===== src/rtl/md_iter_unit_pkg.sv =====
// Shared definitions for the iterative multiply/divide unit.
package md_iter_unit_pkg;

    // Controller states.
    typedef enum logic [1:0] {
        StIdle = 2'b00,
        StCalc = 2'b01,
        StFix  = 2'b10,
        StDone = 2'b11
    } md_state_e;

    // Divide-by-zero result: every bit of lo takes this value, hi returns the dividend.
    localparam logic DIV0_LO_FILL = 1'b1;

    // Default operand width.
    localparam int unsigned MD_WIDTH_DEFAULT = 32;

endpackage


===== src/rtl/md_sign_fix.sv =====
// Conditional two's-complement negate; used for operand magnitudes and result signs.
module md_sign_fix #(
    parameter int unsigned WIDTH = 32
) (
    input  logic             neg,
    input  logic [WIDTH-1:0] val,
    output logic [WIDTH-1:0] res
);

    assign res = neg ? ({WIDTH{1'b0}} - val) : val;

endmodule


===== src/rtl/md_iter_unit.sv =====
// Iterative multiply/divide unit: one bit per cycle on magnitudes, signs applied at the end.
module md_iter_unit #(
    parameter int unsigned WIDTH = 32
) (
    input  logic             clk,
    input  logic             rst,
    input  logic             start,
    input  logic             is_mult,
    input  logic             is_unsigned,
    input  logic [WIDTH-1:0] op_a,
    input  logic [WIDTH-1:0] op_b,
    output logic             busy,
    output logic             done,
    output logic [WIDTH-1:0] hi,
    output logic [WIDTH-1:0] lo
);

    import md_iter_unit_pkg::*;

    localparam int unsigned CW = (WIDTH > 1) ? $clog2(WIDTH) : 1;
    localparam logic [CW-1:0] LAST = CW'(WIDTH - 1);

    md_state_e          state_q, state_d;
    logic [WIDTH-1:0]   a_q, b_q;
    // Multiply: multiplicand magnitude. Divide: divisor magnitude.
    logic [WIDTH-1:0]   mag_q;
    // Multiply: {partial product, remaining multiplier}. Divide: {remainder, dividend/quotient}.
    logic [2*WIDTH-1:0] acc_q;
    logic               is_mult_q, is_unsigned_q;
    logic [CW-1:0]      cnt_q;
    logic [WIDTH-1:0]   hi_q, lo_q;

    logic [WIDTH-1:0]   mag_a, mag_b;
    logic [2*WIDTH-1:0] mul_next, div_next;
    logic [WIDTH:0]     mul_sum, div_shift, div_diff;
    logic               div_ge;
    logic               neg_res, neg_rem;
    logic [2*WIDTH-1:0] prod_fixed;
    logic [WIDTH-1:0]   quo_fixed, rem_fixed;
    logic [WIDTH-1:0]   hi_d, lo_d;

    md_sign_fix #(.WIDTH(WIDTH)) u_mag_a (
        .neg (~is_unsigned & op_a[WIDTH-1]),
        .val (op_a),
        .res (mag_a)
    );

    md_sign_fix #(.WIDTH(WIDTH)) u_mag_b (
        .neg (~is_unsigned & op_b[WIDTH-1]),
        .val (op_b),
        .res (mag_b)
    );

    assign neg_res = ~is_unsigned_q & (a_q[WIDTH-1] ^ b_q[WIDTH-1]);
    assign neg_rem = ~is_unsigned_q & a_q[WIDTH-1];

    md_sign_fix #(.WIDTH(2*WIDTH)) u_fix_prod (
        .neg (neg_res),
        .val (acc_q),
        .res (prod_fixed)
    );

    md_sign_fix #(.WIDTH(WIDTH)) u_fix_quo (
        .neg (neg_res),
        .val (acc_q[WIDTH-1:0]),
        .res (quo_fixed)
    );

    md_sign_fix #(.WIDTH(WIDTH)) u_fix_rem (
        .neg (neg_rem),
        .val (acc_q[2*WIDTH-1:WIDTH]),
        .res (rem_fixed)
    );

    // One iteration step for both operations.
    always_comb begin
        // Shift-add: add multiplicand when the current multiplier bit is set, then shift right.
        mul_sum   = {1'b0, acc_q[2*WIDTH-1:WIDTH]} + {1'b0, (acc_q[0] ? mag_q : {WIDTH{1'b0}})};
        mul_next  = {mul_sum, acc_q[WIDTH-1:1]};
        // Restoring divide: shift next dividend bit into remainder, subtract if it fits.
        div_shift = {acc_q[2*WIDTH-1:WIDTH], acc_q[WIDTH-1]};
        div_ge    = div_shift >= {1'b0, mag_q};
        div_diff  = div_shift - {1'b0, mag_q};
        div_next  = {(div_ge ? div_diff[WIDTH-1:0] : div_shift[WIDTH-1:0]),
                     acc_q[WIDTH-2:0], div_ge};
    end

    // Signed result fix-up, selected by operation and divide-by-zero.
    always_comb begin
        hi_d = hi_q;
        lo_d = lo_q;
        if (is_mult_q) begin
            {hi_d, lo_d} = prod_fixed;
        end else if (b_q == {WIDTH{1'b0}}) begin
            lo_d = {WIDTH{DIV0_LO_FILL}};
            hi_d = a_q;
        end else begin
            lo_d = quo_fixed;
            hi_d = rem_fixed;
        end
    end

    // State register.
    always_ff @(posedge clk or posedge rst) begin
        if (rst) state_q <= StIdle;
        else     state_q <= state_d;
    end

    // Next-state and status outputs.
    always_comb begin
        state_d = state_q;
        busy    = (state_q != StIdle);
        done    = (state_q == StDone);
        unique case (state_q)
            StIdle: if (start) state_d = (!is_mult && op_b == {WIDTH{1'b0}}) ? StFix : StCalc;
            StCalc: if (cnt_q == LAST) state_d = StFix;
            StFix:  state_d = StDone;
            StDone: state_d = StIdle;
            default: state_d = StIdle;
        endcase
    end

    // Operand capture, iteration and result registers.
    always_ff @(posedge clk or posedge rst) begin
        if (rst) begin
            a_q           <= '0;
            b_q           <= '0;
            mag_q         <= '0;
            acc_q         <= '0;
            is_mult_q     <= 1'b0;
            is_unsigned_q <= 1'b0;
            cnt_q         <= '0;
            hi_q          <= '0;
            lo_q          <= '0;
        end else begin
            unique case (state_q)
                StIdle: begin
                    if (start) begin
                        a_q           <= op_a;
                        b_q           <= op_b;
                        is_mult_q     <= is_mult;
                        is_unsigned_q <= is_unsigned;
                        cnt_q         <= '0;
                        mag_q         <= is_mult ? mag_a : mag_b;
                        acc_q         <= {{WIDTH{1'b0}}, (is_mult ? mag_b : mag_a)};
                    end
                end
                StCalc: begin
                    cnt_q <= cnt_q + 1'b1;
                    acc_q <= is_mult_q ? mul_next : div_next;
                end
                StFix: begin
                    hi_q <= hi_d;
                    lo_q <= lo_d;
                end
                default: ;
            endcase
        end
    end

    assign hi = hi_q;
    assign lo = lo_q;

endmodule


===== config.mk =====
export PLATFORM = sky130hd
export DESIGN_NAME = md_iter_unit
export DESIGN_NICKNAME = d
export VERILOG_FILES = /design/src/rtl/md_iter_unit_pkg.sv /design/src/rtl/md_sign_fix.sv /design/src/rtl/md_iter_unit.sv
export SDC_FILE = /design/constraint.sdc
export NUM_CORES = 1
export LEC_CHECK = 0
export CAP_MARGIN = 20
export CORE_MARGIN = 4
export CORE_UTILIZATION = 60
export CTS_CLUSTER_DIAMETER = 50
export DETAILED_ROUTE_END_ITERATION = 16
export GPL_TIMING_DRIVEN = 0
export PLACE_DENSITY = 0.92
export SYNTH_ARGS = -nofsm -noshare
export SYNTH_HDL_FRONTEND = slang
export SYNTH_SLANG_ARGS = --single-unit

===== constraint.sdc =====
create_clock -name clk -period 12.1 [get_ports clk]
set_input_delay 2.42 -clock clk [delete_from_list [all_inputs] [get_ports clk]]
set_output_delay 2.42 -clock clk [all_outputs]
set_load 0.02 [all_outputs]

==> results of run 1 <==
[worst paths after layout]
kind                       startpoint   endpoint  slack, ps  cells past startpoint
min reg2reg                   a_q[10]    a_q[10]        490                      2
min in group asynchronous         rst    b_q[13]       2450                      2
min                           a_q[10]    a_q[10]        490                      2
max                           op_b[2]  acc_q[28]       6340                     10
max reg2reg                 acc_q[31]  acc_q[34]       7500                     15
max in group asynchronous         rst  acc_q[61]       8600                      3
[through the flow]
stage               instance area, um^2  hold slack [ps]  setup WS, ps  util [%]
global route                      20400              514          6120      71.0
floorplan                         17600              450          3290         -
CTS                               20400              491          6480      71.0
finish                            20400              493          6340      71.0
detailed placement                19400              475          5910      67.5
global placement                  19400              464           534      67.4
[cell usage in the layout, fill, tap and decap left out, types with 9 or more instances in the layout]
cell | synthesis | routed
a211oi_1 | 41 | 41
a21o_1 | 14 | 14
a21oi_1 | 216 | 216
a22o_1 | 19 | 19
a31oi_1 | 24 | 24
and3_1 | 12 | 12
clkbuf_1 | 127 | 131
clkbuf_16 | 0 | 29
clkdlybuf4s50_1 | 0 | 133
dfrtp_1 | 233 | 233
ha_1 | 74 | 74
inv_1 | 73 | 72
mux2_2 | 98 | 98
mux2i_1 | 45 | 45
nand2_1 | 189 | 189
nand2b_1 | 11 | 11
nand3_1 | 33 | 33
nand4_1 | 14 | 14
nor2_1 | 208 | 208
nor2b_1 | 16 | 16
nor3_1 | 45 | 45
nor4_1 | 21 | 21
o211ai_1 | 28 | 28
o21a_1 | 13 | 13
o21ai_0 | 151 | 151
o22a_1 | 25 | 25
o31ai_1 | 24 | 24
o41ai_1 | 10 | 10
or3_1 | 14 | 14
or4_1 | 9 | 9
xnor2_1 | 111 | 111
xor2_1 | 77 | 77
[flip-flops by register name (all words and copies together) (netlist names)]
signal	count
a_q	32
acc_q	64
b_q	32
cnt_q	5
hi	32
is_mult_q	1
is_unsigned_q	1
lo	32
mag_q	32
state_q	2
[Yosys cell counts, drive strengths merged, types with 12 or more instances]
cell type / count
xnor2: 111
nand4: 14
ha: 74
a31oi: 24
dfrtp: 233
a21o: 14
a22o: 19
o31ai: 24
o211ai: 28
o21a: 13
nor2: 208
buf: 16
nand2: 189
nor3: 47
o21ai: 154
nor2b: 16
mux2i: 45
a21oi: 217
a211oi: 41
clkbuf: 127
xor2: 77
inv: 73
or3: 15
o22a: 25
nor4: 21
nand3: 33
mux2: 98
and3: 12
[logic make-up (layout without fill, tap and decap cells)]
| group | Yosys count | after routing | share of synthesized area (%) |
|---|---|---|---|
| adders and majority gates | 76 | 76 | 5.49 |
| AOI/OAI and AO/OA | 636 | 636 | 22.7 |
| and+or+nand+nor | 603 | 603 | 15.7 |
| xor gates and xnor gates | 188 | 188 | 9.36 |
| DFF | 233 | 233 | 33.2 |
| buffers and inverters | 218 | 406 | 4.79 |
| muxes | 143 | 143 | 8.84 |
[power by group through the flow]
| stage | clock (mW) | combinational (mW) | sequential [mW] |
|---|---|---|---|
| after floorplan | 0 | 2.63 | 1.48 |
| after global placement | 0 | 3.80 | 1.46 |
| after detailed placement | 0 | 3.91 | 1.48 |
| after CTS | 0.890 | 3.95 | 1.47 |
| after global routing | 0.929 | 4.37 | 1.52 |
| final | 0.894 | 4.07 | 1.50 |
[cell type report]
type	count	share of cell area, %
Tap cell	384	2.35
Sequential cell	233	28.6
Clock inverter	18	1.00
Clock buffer	36	3.83
Multi-Input combinational cell	1646	53.4
Timing Repair Buffer	134	6.65
Buffer	143	2.75
Inverter	75	1.42
[routing by layer]
metal / share of wire, % / wire (um)
met5: 0.014 / 9
met4: 7.4 / 4860
met3: 12 / 7970
met2: 44 / 29200
met1: 36 / 24000
[worst max-delay path: cells and delay by family]
family / cells / cell delay, ps
AND/OR/NAND/NOR: 5 / 2440
AO/OA/AOI/OAI: 3 / 550
XOR/XNOR: 1 / 270
buffers and inverters: 1 / 540
==> impl_metrics.json, run 1 <==
{
  "die_h_um": 179,
  "post-route-period-util_pct": 47.6,
  "p_total_mw": 6.47,
  "dieArea_mm2": 0.0321,
  "fp-row-count": 62,
  "synth_top_flop_cell": "dfrtp_1",
  "synthDistinctLibCells": 79,
  "cts-root-buf": "clkbuf_16",
  "nets": 2407,
  "routed_wl_um": 66000,
  "syn_area_mm2": 0.0176,
  "cp.arrival_ps": 6220,
  "hold_path_class": "reg2reg",
  "p_int_mw": 3.24,
  "p_switching_mw": 3.22,
  "gp_congestion": 1.08,
  "power_density_mw_per_mm2": 317,
  "hold_violations": 0,
  "multi_input_area_mm2": 0.0109,
  "numCtsBuffers": 29,
  "final-max-slew-violation-count": 0,
  "post_cts_buffers": 0,
  "placedCellCount": 2615,
  "first_pass_iters": 7,
  "tritoncts": "yes",
  "grt_use_total_pct": 40.6,
  "grt_max_degree": 120,
  "finalCriticalPeriod_ps": 5760,
  "p_leak_nw": 8.48,
  "io_pins": 135,
  "fill_cells": 2185,
  "ys_ff_latch": 233,
  "worst_pin_slew_ps": 1090,
  "syn-num-nets": 2242,
  "synthTopCellsByArea": "dfrtp_1 33%, mux2_2 6.3%, a21oi_1 6.1%, xnor2_1 5.5%, ha_1 5.3%",
  "drive_gt1_share_pct": 7.61,
  "ctsResizeCount": 0,
  "syn_inst": 2097,
  "start_util_pct": 61.1,
  "avgViaCountPerCell": 6.76,
  "crit_chain": "clkdlybuf4s50_1 -> nor4_1 -> and3_1 -> nor4b_1 -> nand2_1 -> nor3_1 -> a21oi_1 -> xnor2_1 -> a21oi_1 -> o221a_2",
  "synth-seq-area-share_pct": 33.2,
  "ys.warnings.count": 0,
  "die_w_um": 179,
  "clock_path_buffers": 3,
  "crit_top_cell": "a21oi_1",
  "synth_edf_count": 0,
  "drcViolationCount": 0,
  "grtUsageMet3_pct": 9.32,
  "p_clk_share_pct": 13.8,
  "max_cap_violations": 0,
  "drtIter0Drc": 2700,
  "crit_type": "in2reg",
  "share_comb_of_total_power_pct": 63.0,
  "peakVddDrop_uv": 206,
  "grt_pass1_wl_um": 100000,
  "outcome": "completed",
  "postCtsHoldBufs": 0,
  "htree_levels": 1,
  "maxSlewHeadroom_pct": 26.4,
  "cp-end-kind": "register",
  "crit_slowest_cell": "nor4b_1",
  "met1_usage_pct": 51.9,
  "start_kind": "primary input",
  "synth_top_area_share_pct": 33.2,
  "rsz0062_at_grt": "no",
  "avgSynthCellArea_um2": 8.39,
  "seqCellArea_mm2": 0.00583,
  "crit_fanout": 6,
  "clk_latency_ps": 580,
  "antenna_cells": 0,
  "layoutNonFillerInstCount": 2669,
  "clock-skew-final_ps": 16.7,
  "max_stage_delay_ps": 860,
  "grt_pass1_vias": 17400,
  "grt_use_met2_pct": 63.4,
  "synth_area_leader_cell": "dfrtp_1",
  "post-dp-hpwl_um": 50300,
  "wl_per_cell_um": 24.7,
  "vias": 18000,
  "async_reset_ff_share_pct": 100,
  "clk_pin_slew_ps": 70,
  "netSwitchingFraction_pct": 49.8,
  "fin_setup_tns_ps": 0,
  "cp_data_required_time_ps": 12570,
  "area_growth_pct": 16.1,
  "core_mm2": 0.0288,
  "grt_overflow": 0,
  "grt.busiest_layer": "met2",
  "portBuffers": 133,
  "antenna_found_initial": 1,
  "pwr-share-seq_pct": 23.2,
  "ant_nets": 0,
  "fmaxAchievable_ghz": 0.174,
  "setup_viol": 0,
  "clock_sinks": 233
}
No activity file was read; power rests on OpenSTA's default activity.
==> run 2, diff against run 1 <==
--- a/config.mk
+++ b/config.mk
@@ -7,11 +7,11 @@
 export LEC_CHECK = 0
 export CAP_MARGIN = 20
 export CORE_MARGIN = 4
-export CORE_UTILIZATION = 60
+export CORE_UTILIZATION = 54
 export CTS_CLUSTER_DIAMETER = 50
 export DETAILED_ROUTE_END_ITERATION = 16
 export GPL_TIMING_DRIVEN = 0
-export PLACE_DENSITY = 0.92
+export PLACE_DENSITY = 0.88
 export SYNTH_ARGS = -nofsm -noshare
 export SYNTH_HDL_FRONTEND = slang
 export SYNTH_SLANG_ARGS = --single-unit
==> constraint.sdc (replaced) <==
create_clock -name clk -period 4.8 [get_ports clk]
set_input_delay 0.96 -clock clk [delete_from_list [all_inputs] [get_ports clk]]
set_output_delay 0.96 -clock clk [all_outputs]
set_load 0.02 [all_outputs]
==> run 2 against run 1 <==
- critical path depth unchanged
- non-clock buffer count increased by 5
- sequential share of layout area decreased by 0.38 points
- sequential cell count unchanged
- worst setup slack got worse by 6200 ps
- highest routed layer is now met4
==> impl_metrics.json, run 2 (synthesized netlist as in run 1, its figures left out) <==
{
  "outcome": "completed",
  "tritoncts": "yes",
  "final_area_mm2": 0.0207,
  "seqCellArea_mm2": 0.00583,
  "start_kind": "primary input",
  "drcViolationCount": 0,
  "die_w_um": 188,
  "grt_max_degree": 46,
  "final-max-slew-violation-count": 0,
  "hold_violations": 0,
  "cp-end-kind": "register",
  "p_leak_nw": 8.58,
  "worst_pin_slew_ps": 1300,
  "nets": 2417,
  "crit_type": "in2reg",
  "grt_pass1_wl_um": 102000,
  "start_util_pct": 55.2,
  "antenna_found_initial": 0,
  "fp-row-count": 65,
  "area_growth_pct": 17.7,
  "final_common_cell": "dfrtp_1",
  "dieArea_mm2": 0.0355,
  "post-route-period-util_pct": 96.3,
  "portBuffers": 133,
  "clock-skew-final_ps": 33.5,
  "largest_reg_flops": 64,
  "setup_viol": 0,
  "first_pass_iters": 8,
  "hold_path_class": "reg2reg",
  "post_cts_buffers": 0,
  "hold_depth": 2,
  "clock_path_buffers": 3,
  "post_dp_cell_area_mm2": 0.0196,
  "max_cap_violations": 0,
  "routed_wl_um": 66600,
  "fill_cells": 2688,
  "die_h_um": 188,
  "postCtsHoldBufs": 0,
  "numCtsBuffers": 34,
  "cp_data_required_time_ps": 5220,
  "maxSlewHeadroom_pct": 12.7,
  "avgViaCountPerCell": 6.52,
  "rsz0062_at_grt": "no",
  "htree_levels": 2,
  "io_pins": 135,
  "grt_use_total_pct": 36.5,
  "clk_latency_ps": 530,
  "layout_common_cells": "233 x dfrtp_1, 216 x a21oi_1, 208 x nor2_1",
  "core_mm2": 0.0319,
  "ant_nets": 0,
  "drtIter0Drc": 2390,
  "hold_end": "b_q[14]",
  "drive_gt1_share_pct": 8.10,
  "fmaxAchievable_ghz": 0.216,
  "power_density_mw_per_mm2": 795,
  "crit_fanout": 6,
  "regMostFlops": "acc_q",
  "peakVddDrop_uv": 443,
  "clk_pin_slew_ps": 60,
  "cp.arrival_ps": 5040,
  "grt_pass1_vias": 17200,
  "rr_endpoint": "acc_q[60]",
  "vias": 17800,
  "post-dp-hpwl_um": 51600,
  "clock_sinks": 233,
  "whs_ps": 490,
  "cts-root-buf": "clkbuf_16",
  "grt_overflow": 0,
  "reg2reg_from": "acc_q[0]",
  "hp-start": "b_q[14]",
  "reg2reg_depth": 14,
  "multi_input_area_mm2": 0.0109,
  "r2r_slack_ps": 190,
  "gp_congestion": 1.07,
  "finalCriticalPeriod_ps": 4620,
  "wl_per_cell_um": 24.4
}
[run 2: worst max path at each step]
stage          startpoint         to  slack (ps)  cells after the start
2_1_floorplan         rst     a_q[0]         790                      1
3_3_place_gp          rst  acc_q[60]        -860                      2
3_5_place_dp      op_b[2]  acc_q[28]        -140                     10
4_1_cts          acc_q[0]  acc_q[53]         150                     13
5_1_grt          acc_q[0]  acc_q[53]           9                     13
6_report          op_b[2]  acc_q[28]         180                     10
[run 2: report_power, final]
part / switching (mW) / internal [mW] / leakage, nW
Combinational: 6.22 / 3.99 / 5.22
Sequential: 0.875 / 2.90 / 2.81
Clock: 0.995 / 1.49 / 0.547
[run 2: metrics by stage]
step           power, mW  cells  setup slack [ps]  utilization (%)  setup TNS, ps
2_1_floorplan       10.4   2097               790                -              0
3_3_place_gp        13.3   2665              -859             61.1        -193210
3_5_place_dp        13.6   2671              -138             61.4           -248
4_1_cts             16.2   2732               152             64.9              0
5_1_grt             17.4   2732              9.11             64.9              0
6_report            16.5   2733               175             64.9              0
[run 2: area by class of cell]
type,instances,area share (%)
antenna,1,0.0121
clock buffer,44,4.64
multi-input combinational,1646,52.7
buffer,143,2.71
clock inverter,17,0.798
sequential,233,28.2
tap,435,2.63
timing repair buffer,139,6.94
inverter,75,1.38
[run 2: what timing repair did]
action                                 in CTS  in global routing
setup endpoints to repair                   0                  2
endpoints found under the hold margin       0                  0
gates resized for setup                     0                  1
[run 2: critical path, stage by stage]
cell,delay [ps]
clkdlybuf4s50_1,550
nor4_1,590
and3_1,330
nor4b_1,920
nand2_1,320
nor3_1,480
a21oi_1,160
xnor2_1,310
a21oi_1,150
o221a_2,260
[run 2: per-layer routing]
layer	wire, um	GRT usage [%]
met3	6550	5.58
met5	0	0
met4	4050	18.2
met2	30000	58.6
met1	26000	48.2
